--- config.mk ---
export PLATFORM = sky130hd
export DESIGN_NAME = arp_ctrl
export DESIGN_NICKNAME = d
export VERILOG_FILES = /design/src/rtl/arp_ctrl_pkg.sv /design/src/rtl/arp_ctrl_timer.sv /design/src/rtl/arp_ctrl.sv
export SDC_FILE = /design/constraint.sdc
export NUM_CORES = 1
export LEC_CHECK = 0
export ABC_AREA = 1
export CAP_MARGIN = 40
export CORE_MARGIN = 10
export CORE_UTILIZATION = 35
export DETAILED_ROUTE_END_ITERATION = 8
export HOLD_SLACK_MARGIN = 0.02
export MAX_ROUTING_LAYER = met4
export SLEW_MARGIN = 0
export SYNTH_ARGS = -nofsm -noshare
export SYNTH_HDL_FRONTEND = slang
export SYNTH_SLANG_ARGS = --single-unit
export TNS_END_PERCENT = 100
--- constraint.sdc ---
create_clock -name i_gmii_clk -period 2.4 [get_ports i_gmii_clk]
set_input_delay 0.48 -clock i_gmii_clk [delete_from_list [all_inputs] [get_ports i_gmii_clk]]
set_output_delay 0.48 -clock i_gmii_clk [all_outputs]
set_load 0.005 [all_outputs]
--- src/rtl/arp_ctrl_pkg.sv ---
// Shared types and constants for the ARP sequencer.
`timescale 1ns/1ps
package arp_ctrl_pkg;

    // state     | meaning
    // ST_IDLE   | waiting for a pending reply, request, retry or refresh
    // ST_RPL_TX | ARP reply handed to arp, waiting for tx_done
    // ST_REQ_TX | ARP request handed to arp, waiting for tx_done
    // ST_WAIT_RPL | request sent, retry timer running until a matching reply
    typedef enum logic [1:0] {
        ST_IDLE     = 2'd0,
        ST_RPL_TX   = 2'd1,
        ST_REQ_TX   = 2'd2,
        ST_WAIT_RPL = 2'd3
    } arp_state_e;

    localparam logic        ARP_OP_REQ = 1'b0;
    localparam logic        ARP_OP_RPL = 1'b1;
    localparam logic [47:0] BCAST_MAC  = 48'hff_ff_ff_ff_ff_ff;

    // Bits needed to hold cycles-1 in a down-counter; never less than one.
    function automatic int tmr_width(input int unsigned cycles);
        return (cycles > 1) ? $clog2(cycles) : 1;
    endfunction

endpackage

--- src/rtl/arp_ctrl_timer.sv ---
// Down-counter with synchronous load (clear) and terminal-count flag.
`timescale 1ns/1ps
module arp_ctrl_timer #(
    parameter int W = 8
) (
    input  logic         i_clk,
    input  logic         i_rst_n,
    input  logic         i_clear,
    input  logic         i_en,
    input  logic [W-1:0] i_load,
    output logic         o_tc
);
    logic [W-1:0] r_cnt;

    // Load on clear, otherwise count down and stick at zero.
    always_ff @(posedge i_clk or negedge i_rst_n) begin
        if (!i_rst_n)                 r_cnt <= '0;
        else if (i_clear)             r_cnt <= i_load;
        else if (i_en && r_cnt != '0) r_cnt <= r_cnt - 1'b1;
    end

    assign o_tc = (r_cnt == '0);
endmodule

--- src/rtl/arp_ctrl.sv ---
// ARP sequencer: answers ARP requests, resolves a target IP with retries and
// caches the resolved MAC. Optional macro ARP_AUTO_REFRESH_EN re-resolves the
// cached entry every REFRESH_CYCLES while it is valid.
`timescale 1ns/1ps
module arp_ctrl
    import arp_ctrl_pkg::*;
#(
    parameter int          RETRY_CYCLES   = 125_000_000,
    parameter int          MAX_RETRY      = 3,
    parameter logic [31:0] REFRESH_CYCLES = 32'd1_250_000_000
) (
    input  logic        i_gmii_clk,
    input  logic        i_sys_rst_n,
    input  logic        i_resolve_req,
    input  logic [31:0] i_target_ip,
    output logic        o_busy,
    output logic        o_resolve_done,
    output logic        o_resolve_fail,
    output logic        o_mac_valid,
    output logic [47:0] o_resolved_mac,
    output logic [31:0] o_cached_ip,
    input  logic        i_arp_rx_done,
    input  logic        i_arp_rx_type,
    input  logic [47:0] i_src_mac,
    input  logic [31:0] i_src_ip,
    output logic        o_arp_tx_en,
    output logic        o_arp_tx_type,
    output logic [47:0] o_des_mac,
    output logic [31:0] o_des_ip,
    input  logic        i_tx_done
);
    localparam int          TW         = tmr_width(RETRY_CYCLES);
    localparam logic [TW-1:0] RETRY_LOAD = TW'(RETRY_CYCLES - 1);
    localparam logic [3:0]  MAX_CNT    = 4'(MAX_RETRY);

    arp_state_e  r_state, w_state_nxt;
    logic        r_rpl_pend, w_rpl_pend_nxt;
    logic [47:0] r_rpl_mac, w_rpl_mac_nxt;
    logic [31:0] r_rpl_ip, w_rpl_ip_nxt;
    logic [31:0] r_req_ip, w_req_ip_nxt;
    logic [3:0]  r_retry_cnt, w_retry_cnt_nxt;
    logic        r_busy, w_busy_nxt;
    logic        r_lat_vld, w_lat_vld_nxt;
    logic [31:0] r_lat_ip, w_lat_ip_nxt;
    logic        r_retry_flag, w_retry_flag_nxt;
    logic        r_tx_en, w_tx_en_nxt;
    logic        r_tx_type, w_tx_type_nxt;
    logic [47:0] r_des_mac, w_des_mac_nxt;
    logic [31:0] r_des_ip, w_des_ip_nxt;
    logic        r_done, w_done_nxt;
    logic        r_fail, w_fail_nxt;
    logic        r_mac_valid, w_mac_valid_nxt;
    logic [47:0] r_res_mac, w_res_mac_nxt;
    logic [31:0] r_cached_ip, w_cached_ip_nxt;

    logic        w_rx_req, w_rx_match, w_req_ok, w_issue;
    logic [31:0] w_issue_ip;
    logic        w_tmr_clr, w_tmr_en, w_retry_tc;

    assign w_rx_req   = i_arp_rx_done && (i_arp_rx_type == ARP_OP_REQ);
    assign w_rx_match = i_arp_rx_done && (i_arp_rx_type == ARP_OP_RPL) && (i_src_ip == r_req_ip)
                        && ((r_state == ST_REQ_TX) || (r_state == ST_WAIT_RPL));
    assign w_req_ok   = i_resolve_req && !r_busy && !r_lat_vld;
    assign w_tmr_en   = (r_state == ST_WAIT_RPL);

    arp_ctrl_timer #(.W(TW)) u_retry_tmr (
        .i_clk   (i_gmii_clk),
        .i_rst_n (i_sys_rst_n),
        .i_clear (w_tmr_clr),
        .i_en    (w_tmr_en),
        .i_load  (RETRY_LOAD),
        .o_tc    (w_retry_tc)
    );

`ifdef ARP_AUTO_REFRESH_EN
    logic r_ref_pend, w_ref_pend_nxt;
    logic r_refreshing, w_refreshing_nxt;
    logic w_ref_clr, w_ref_tc_raw, w_ref_tc;

    // Refresh interval only runs while an idle, valid entry is cached.
    assign w_ref_clr = !r_mac_valid || r_busy || r_ref_pend;
    assign w_ref_tc  = w_ref_tc_raw && !w_ref_clr;

    arp_ctrl_timer #(.W(32)) u_refresh_tmr (
        .i_clk   (i_gmii_clk),
        .i_rst_n (i_sys_rst_n),
        .i_clear (w_ref_clr),
        .i_en    (1'b1),
        .i_load  (REFRESH_CYCLES - 32'd1),
        .o_tc    (w_ref_tc_raw)
    );

    // Refresh bookkeeping registers.
    always_ff @(posedge i_gmii_clk or negedge i_sys_rst_n) begin
        if (!i_sys_rst_n) begin
            r_ref_pend   <= 1'b0;
            r_refreshing <= 1'b0;
        end else begin
            r_ref_pend   <= w_ref_pend_nxt;
            r_refreshing <= w_refreshing_nxt;
        end
    end
`else
    logic w_unused_refresh;
    assign w_unused_refresh = ^REFRESH_CYCLES;
`endif

    // Next-state, pulse outputs and cache updates.
    always_comb begin
        w_state_nxt      = r_state;
        w_rpl_pend_nxt   = r_rpl_pend;
        w_rpl_mac_nxt    = r_rpl_mac;
        w_rpl_ip_nxt     = r_rpl_ip;
        w_req_ip_nxt     = r_req_ip;
        w_retry_cnt_nxt  = r_retry_cnt;
        w_busy_nxt       = r_busy;
        w_lat_vld_nxt    = r_lat_vld;
        w_lat_ip_nxt     = r_lat_ip;
        w_retry_flag_nxt = r_retry_flag;
        w_tx_en_nxt      = 1'b0;
        w_tx_type_nxt    = r_tx_type;
        w_des_mac_nxt    = r_des_mac;
        w_des_ip_nxt     = r_des_ip;
        w_done_nxt       = 1'b0;
        w_fail_nxt       = 1'b0;
        w_mac_valid_nxt  = r_mac_valid;
        w_res_mac_nxt    = r_res_mac;
        w_cached_ip_nxt  = r_cached_ip;
        w_tmr_clr        = 1'b0;
        w_issue          = 1'b0;
        w_issue_ip       = r_req_ip;
`ifdef ARP_AUTO_REFRESH_EN
        w_ref_pend_nxt   = r_ref_pend || w_ref_tc;
        w_refreshing_nxt = r_refreshing;
`endif
        // A new request is parked in the latch; an immediate issue below empties it again.
        if (w_req_ok) begin
            w_lat_vld_nxt = 1'b1;
            w_lat_ip_nxt  = i_target_ip;
            if (i_target_ip != r_cached_ip) begin
                w_mac_valid_nxt = 1'b0;
`ifdef ARP_AUTO_REFRESH_EN
                w_ref_pend_nxt  = 1'b0;
`endif
            end
        end
        case (r_state)
            ST_IDLE: begin
                if (r_rpl_pend) begin
                    w_tx_en_nxt    = 1'b1;
                    w_tx_type_nxt  = ARP_OP_RPL;
                    w_des_mac_nxt  = r_rpl_mac;
                    w_des_ip_nxt   = r_rpl_ip;
                    w_rpl_pend_nxt = 1'b0;
                    w_state_nxt    = ST_RPL_TX;
                end else if (r_retry_flag) begin
                    w_issue          = 1'b1;
                    w_retry_flag_nxt = 1'b0;
                end else if (r_lat_vld) begin
                    w_issue         = 1'b1;
                    w_issue_ip      = r_lat_ip;
                    w_lat_vld_nxt   = 1'b0;
                    w_retry_cnt_nxt = 4'd1;
                end else if (w_req_ok && !w_rx_req) begin
                    // A request arriving with an inbound ARP request waits for the reply.
                    w_issue         = 1'b1;
                    w_issue_ip      = i_target_ip;
                    w_lat_vld_nxt   = 1'b0;
                    w_retry_cnt_nxt = 4'd1;
                end
`ifdef ARP_AUTO_REFRESH_EN
                else if (r_ref_pend) begin
                    w_issue          = 1'b1;
                    w_issue_ip       = r_cached_ip;
                    w_ref_pend_nxt   = 1'b0;
                    w_refreshing_nxt = 1'b1;
                    w_retry_cnt_nxt  = 4'd1;
                end
`endif
            end
            ST_RPL_TX: if (i_tx_done) w_state_nxt = ST_IDLE;
            ST_REQ_TX: begin
                if (i_tx_done) begin
                    w_tmr_clr   = 1'b1;
                    w_state_nxt = ST_WAIT_RPL;
                end
            end
            ST_WAIT_RPL: begin
                if (w_retry_tc) begin
                    w_state_nxt = ST_IDLE;
                    if (r_retry_cnt == MAX_CNT) begin
                        w_fail_nxt = 1'b1;
                        w_busy_nxt = 1'b0;
`ifdef ARP_AUTO_REFRESH_EN
                        if (r_refreshing) w_mac_valid_nxt = 1'b0;
                        w_refreshing_nxt = 1'b0;
`endif
                    end else begin
                        w_retry_cnt_nxt  = r_retry_cnt + 4'd1;
                        w_retry_flag_nxt = 1'b1;
                    end
                end
            end
            default: w_state_nxt = ST_IDLE;
        endcase
        if (w_issue) begin
            w_req_ip_nxt  = w_issue_ip;
            w_busy_nxt    = 1'b1;
            w_tx_en_nxt   = 1'b1;
            w_tx_type_nxt = ARP_OP_REQ;
            w_des_mac_nxt = BCAST_MAC;
            w_des_ip_nxt  = w_issue_ip;
            w_state_nxt   = ST_REQ_TX;
        end
        // A matching reply wins over tx_done and timeout in the same cycle.
        if (w_rx_match) begin
            w_res_mac_nxt    = i_src_mac;
            w_cached_ip_nxt  = r_req_ip;
            w_mac_valid_nxt  = 1'b1;
            w_done_nxt       = 1'b1;
            w_fail_nxt       = 1'b0;
            w_busy_nxt       = 1'b0;
            w_retry_flag_nxt = 1'b0;
            w_state_nxt      = ST_IDLE;
`ifdef ARP_AUTO_REFRESH_EN
            w_refreshing_nxt = 1'b0;
`endif
        end
        // Inbound requests are captured in every state; the newest one wins.
        if (w_rx_req) begin
            w_rpl_pend_nxt = 1'b1;
            w_rpl_mac_nxt  = i_src_mac;
            w_rpl_ip_nxt   = i_src_ip;
        end
    end

    // State and datapath registers.
    always_ff @(posedge i_gmii_clk or negedge i_sys_rst_n) begin
        if (!i_sys_rst_n) begin
            r_state      <= ST_IDLE;
            r_rpl_pend   <= 1'b0;
            r_rpl_mac    <= '0;
            r_rpl_ip     <= '0;
            r_req_ip     <= '0;
            r_retry_cnt  <= '0;
            r_busy       <= 1'b0;
            r_lat_vld    <= 1'b0;
            r_lat_ip     <= '0;
            r_retry_flag <= 1'b0;
            r_tx_en      <= 1'b0;
            r_tx_type    <= 1'b0;
            r_des_mac    <= BCAST_MAC;
            r_des_ip     <= '0;
            r_done       <= 1'b0;
            r_fail       <= 1'b0;
            r_mac_valid  <= 1'b0;
            r_res_mac    <= '0;
            r_cached_ip  <= '0;
        end else begin
            r_state      <= w_state_nxt;
            r_rpl_pend   <= w_rpl_pend_nxt;
            r_rpl_mac    <= w_rpl_mac_nxt;
            r_rpl_ip     <= w_rpl_ip_nxt;
            r_req_ip     <= w_req_ip_nxt;
            r_retry_cnt  <= w_retry_cnt_nxt;
            r_busy       <= w_busy_nxt;
            r_lat_vld    <= w_lat_vld_nxt;
            r_lat_ip     <= w_lat_ip_nxt;
            r_retry_flag <= w_retry_flag_nxt;
            r_tx_en      <= w_tx_en_nxt;
            r_tx_type    <= w_tx_type_nxt;
            r_des_mac    <= w_des_mac_nxt;
            r_des_ip     <= w_des_ip_nxt;
            r_done       <= w_done_nxt;
            r_fail       <= w_fail_nxt;
            r_mac_valid  <= w_mac_valid_nxt;
            r_res_mac    <= w_res_mac_nxt;
            r_cached_ip  <= w_cached_ip_nxt;
        end
    end

    assign o_busy         = r_busy;
    assign o_resolve_done = r_done;
    assign o_resolve_fail = r_fail;
    assign o_mac_valid    = r_mac_valid;
    assign o_resolved_mac = r_res_mac;
    assign o_cached_ip    = r_cached_ip;
    assign o_arp_tx_en    = r_tx_en;
    assign o_arp_tx_type  = r_tx_type;
    assign o_des_mac      = r_des_mac;
    assign o_des_ip       = r_des_ip;
endmodule

==> qor.yml <==
setup_path:
  timing.rr.end: "o_des_ip[10]$_DFFE_PN0P_"
  cpLargestDelayFamily: "buffers and inverters"
  crit_type: "reg2reg"
  crit_cells: 7
  r2r-start: "r_state[1]$_DFFE_PN0P_"
  crit_arrival_ns: 2.65
  start_kind: "flip-flop"
  path_cells: "nor2_4 > inv_2 > nor2_4 > clkinv_2 > buf_4 > o21ai_0 > a21oi_1"
  cp_slowest_cell: "dfrtp_1"
  path_max_fanout: 18
  r2r_cells: 7
  max_stage_delay_ns: 0.49
  r2r_slack_ns: 0.20
  critPathLaunch: "r_state[1]$_DFFE_PN0P_"
  cp.required_ns: 2.85
  crit_buf_inv: 3
  crit_path_frequent_cell: "nor2_4"
  cp-end-kind: "flip-flop"
  cp-endpoint: "o_des_ip[10]$_DFFE_PN0P_"
clock_network:
  h-tree-depth: 2
  post-cts-setup-buffers: 0
  clock_path_buffers: 3
  insertion_delay_ns: 0.57
  clock_sinks: 346
  cts_tree: "built"
  cts-root-buf: "clkbuf_16"
  cts_buffers: 42
  clk_pin_slew_ns: 0.06
pwr:
  p_switching_w: 0.007288
  p_per_area_nw_per_um2: 949.7
  swShare_pct: 33.32
  ir_drop_mv: 0.5873
  p_comb_share_pct: 30.7
  power.internal_w: 0.01459
  clkPwrFrac_pct: 31.8
  p_leak_nw: 11.37
  pwr-share-seq_pct: 37.5
floorplan:
  die_y_um: 244.2
  design.die.area_sq_um: 59630
  chipWidth_um: 244.2
  start_util_pct: 35.21
  rows: 82
  core_sq_um: 49970
  io-pin-count: 284
grt:
  grt_start_max_net_pins: 99
  grt_pass1_vias: 16230
  grt-ovfl-total: 0
  grtUsageTotal_pct: 20.47
  antenna_found_initial: 7
  grt_pass1_wl_um: 94810
logic_synthesis:
  synthMostInstantiatedCell: "nand2_1"
  ys_seq_area_share_pct: 49.56
  ys_ff_latch: 346
  synth_area_leaders: "dfrtp_1 (42%), nand2_1 (22%), dfstp_2 (7.2%)"
  syn_nets: 2410
  synth_mux_area_share_pct: 0.05690
  syn_avg_cell_area_sq_um: 7.685
  yosysWarnings: 0
  async_reset_ff_share_pct: 100.0
  synth-xor-area-share_pct: 2.589
  synth_cell_types: 48
  synthFlopType: "dfrtp_1"
  synth_top_family_by_area: "simple AND/OR/NAND/NOR gates"
  synth_common_cells: "nand2_1 (1034), dfrtp_1 (298), o21ai_0 (132), nor2_1 (126), inv_1 (98)"
  synthAdderAreaFrac_pct: 0.2134
  yosysTopAreaCell: "dfrtp_1"
  yosysTopAreaCellShare_pct: 42.39
  yosys.area_share.simple_pct: 31.28
  netlist_area_sq_um: 17590
  synth_compound_area_share_pct: 9.183
  syn_inst: 2289
  synth-edff-count: 0
sta:
  period_needed_ns: 2.201
  setup_tns_ns: 0
  min_period_over_period_pct: 91.69
  drv_slew: 0
  max_slew_margin_pct: 61.02
  holdWs_ns: 0.3193
  hold_viol: 0
  max_slew.worst_pin.slew_ns: 0.5847
  skew_ns: 0.02211
  final.setup.worst_slack_ns: 0.1995
  setup_viol: 0
  rsz0062_at_grt: "false"
  clock.fmax_ghz: 0.4544
place:
  numPortBuffers: 283
  place_ws_ns: -0.1161
  place_area_sq_um: 21490
  dp_hpwl_um: 42060
  finalWeightedCongestion: 0.8783
route:
  wirelength_um: 60580
  drt_iter0_drc: 1322
  drcViolationCount: 0
  postRouteAntennaNets: 0
  vias_per_cell: 4.978
  num_vias: 16340
  detail_route.wl_per_cell_um: 18.45
  first_pass_iters: 7
final_layout:
  drive_gt1_share_pct: 11.87
  syn_to_final_growth_pct: 30.93
  final_area_sq_um: 23030
  nets: 2690
run_status:
  outcome: "finished, final reports clean"
run:
  cap_violations: 0
worst_hold_path:
  hp-class: "in2async"
==> flip-flops by register name (all words and copies together), names as in the netlist, 2 cells and up <==
signal             cells
o_cached_ip           32
o_des_ip              32
o_des_mac             48
o_resolved_mac        48
r_lat_ip              32
r_req_ip              32
r_retry_cnt            4
r_rpl_ip              32
r_rpl_mac             48
r_state                2
u_retry_tmr.r_cnt     27
==> metal layers <==
layer | part of all wire [%] | vias to the layer above | GRT usage, %
met5 | 0 | - | -
li1 | - | 7803 | -
met3 | 9.0 | 76 | 5.810
met4 | 1.7 | 0 | 4.621
met2 | 44 | 640 | 30.35
met1 | 46 | 7824 | 27.31
==> area by class of cell <==
class | count | area, sq um
clock inverter | 23 | 311.5
multi-input combinational | 1684 | 7650
inverter | 108 | 407.9
timing repair buffer | 387 | 3884
fill | 4922 | 26930
sequential | 346 | 8718
antenna | 8 | 20.02
clock buffer | 55 | 1200
tap | 672 | 840.8
==> metrics by stage <==
step | power, W | util, % | instances
2_1_floorplan | 0.01145 | - | 2289
3_3_place_gp | 0.01488 | 43.01 | 3196
3_5_place_dp | 0.01499 | 43.01 | 3196
4_1_cts | 0.02207 | 46.05 | 3275
5_1_grt | 0.02312 | 46.09 | 3282
6_report | 0.02187 | 46.10 | 3283
==> layout by cell type (no fill, tap or decap), types with 31 or more instances in the layout <==
cell             Yosys  routed
a21oi_1             86      86
nand2_1           1034    1031
inv_1               98      97
dfstp_2             48      48
dfrtp_1            298     298
clkdlybuf4s50_1      0     282
clkbuf_16            0      42
buf_4               22      82
nand3_1             46      46
o22ai_1             34      34
o21ai_0            132     132
nor2_1             126     125
o22a_1              31      31
nand2_2             40      40
nand4_1             43      43
==> power groups by stage <==
stage	clock [W]	sequential (W)	combinational (W)
after floorplan	0	0.00795	0.00350
after global placement	0	0.00824	0.00665
after detailed placement	0	0.00827	0.00672
after CTS	0.00711	0.00820	0.00677
after global routing	0.00733	0.00834	0.00744
final	0.00695	0.00821	0.00672
==> cells by family after synthesis <==
logic type | count (synthesis)
compound gates | 288
xor+xnor | 52
fa+ha+maj | 3
buf+inv | 259
flops | 346
mux | 1
simple gates | 1340
==> repair_timing <==
action	4_1_cts	5_1_grt
hold endpoints to repair	75	0
gates resized for setup	0	1
hold buffers	1	0
setup endpoints to repair	0	1
==> worst min path at each step <==
stage / startpoint / endpoint
5_1_grt: i_sys_rst_n / o_cached_ip[4]$_DFFE_PN0P_
3_3_place_gp: i_sys_rst_n / o_cached_ip[4]$_DFFE_PN0P_
4_1_cts: i_sys_rst_n / o_cached_ip[4]$_DFFE_PN0P_
3_5_place_dp: i_sys_rst_n / o_cached_ip[4]$_DFFE_PN0P_
2_1_floorplan: i_sys_rst_n / o_arp_tx_en$_DFF_PN0_
6_report: i_sys_rst_n / o_cached_ip[4]$_DFFE_PN0P_
Power figures use the tool's default switching activity.
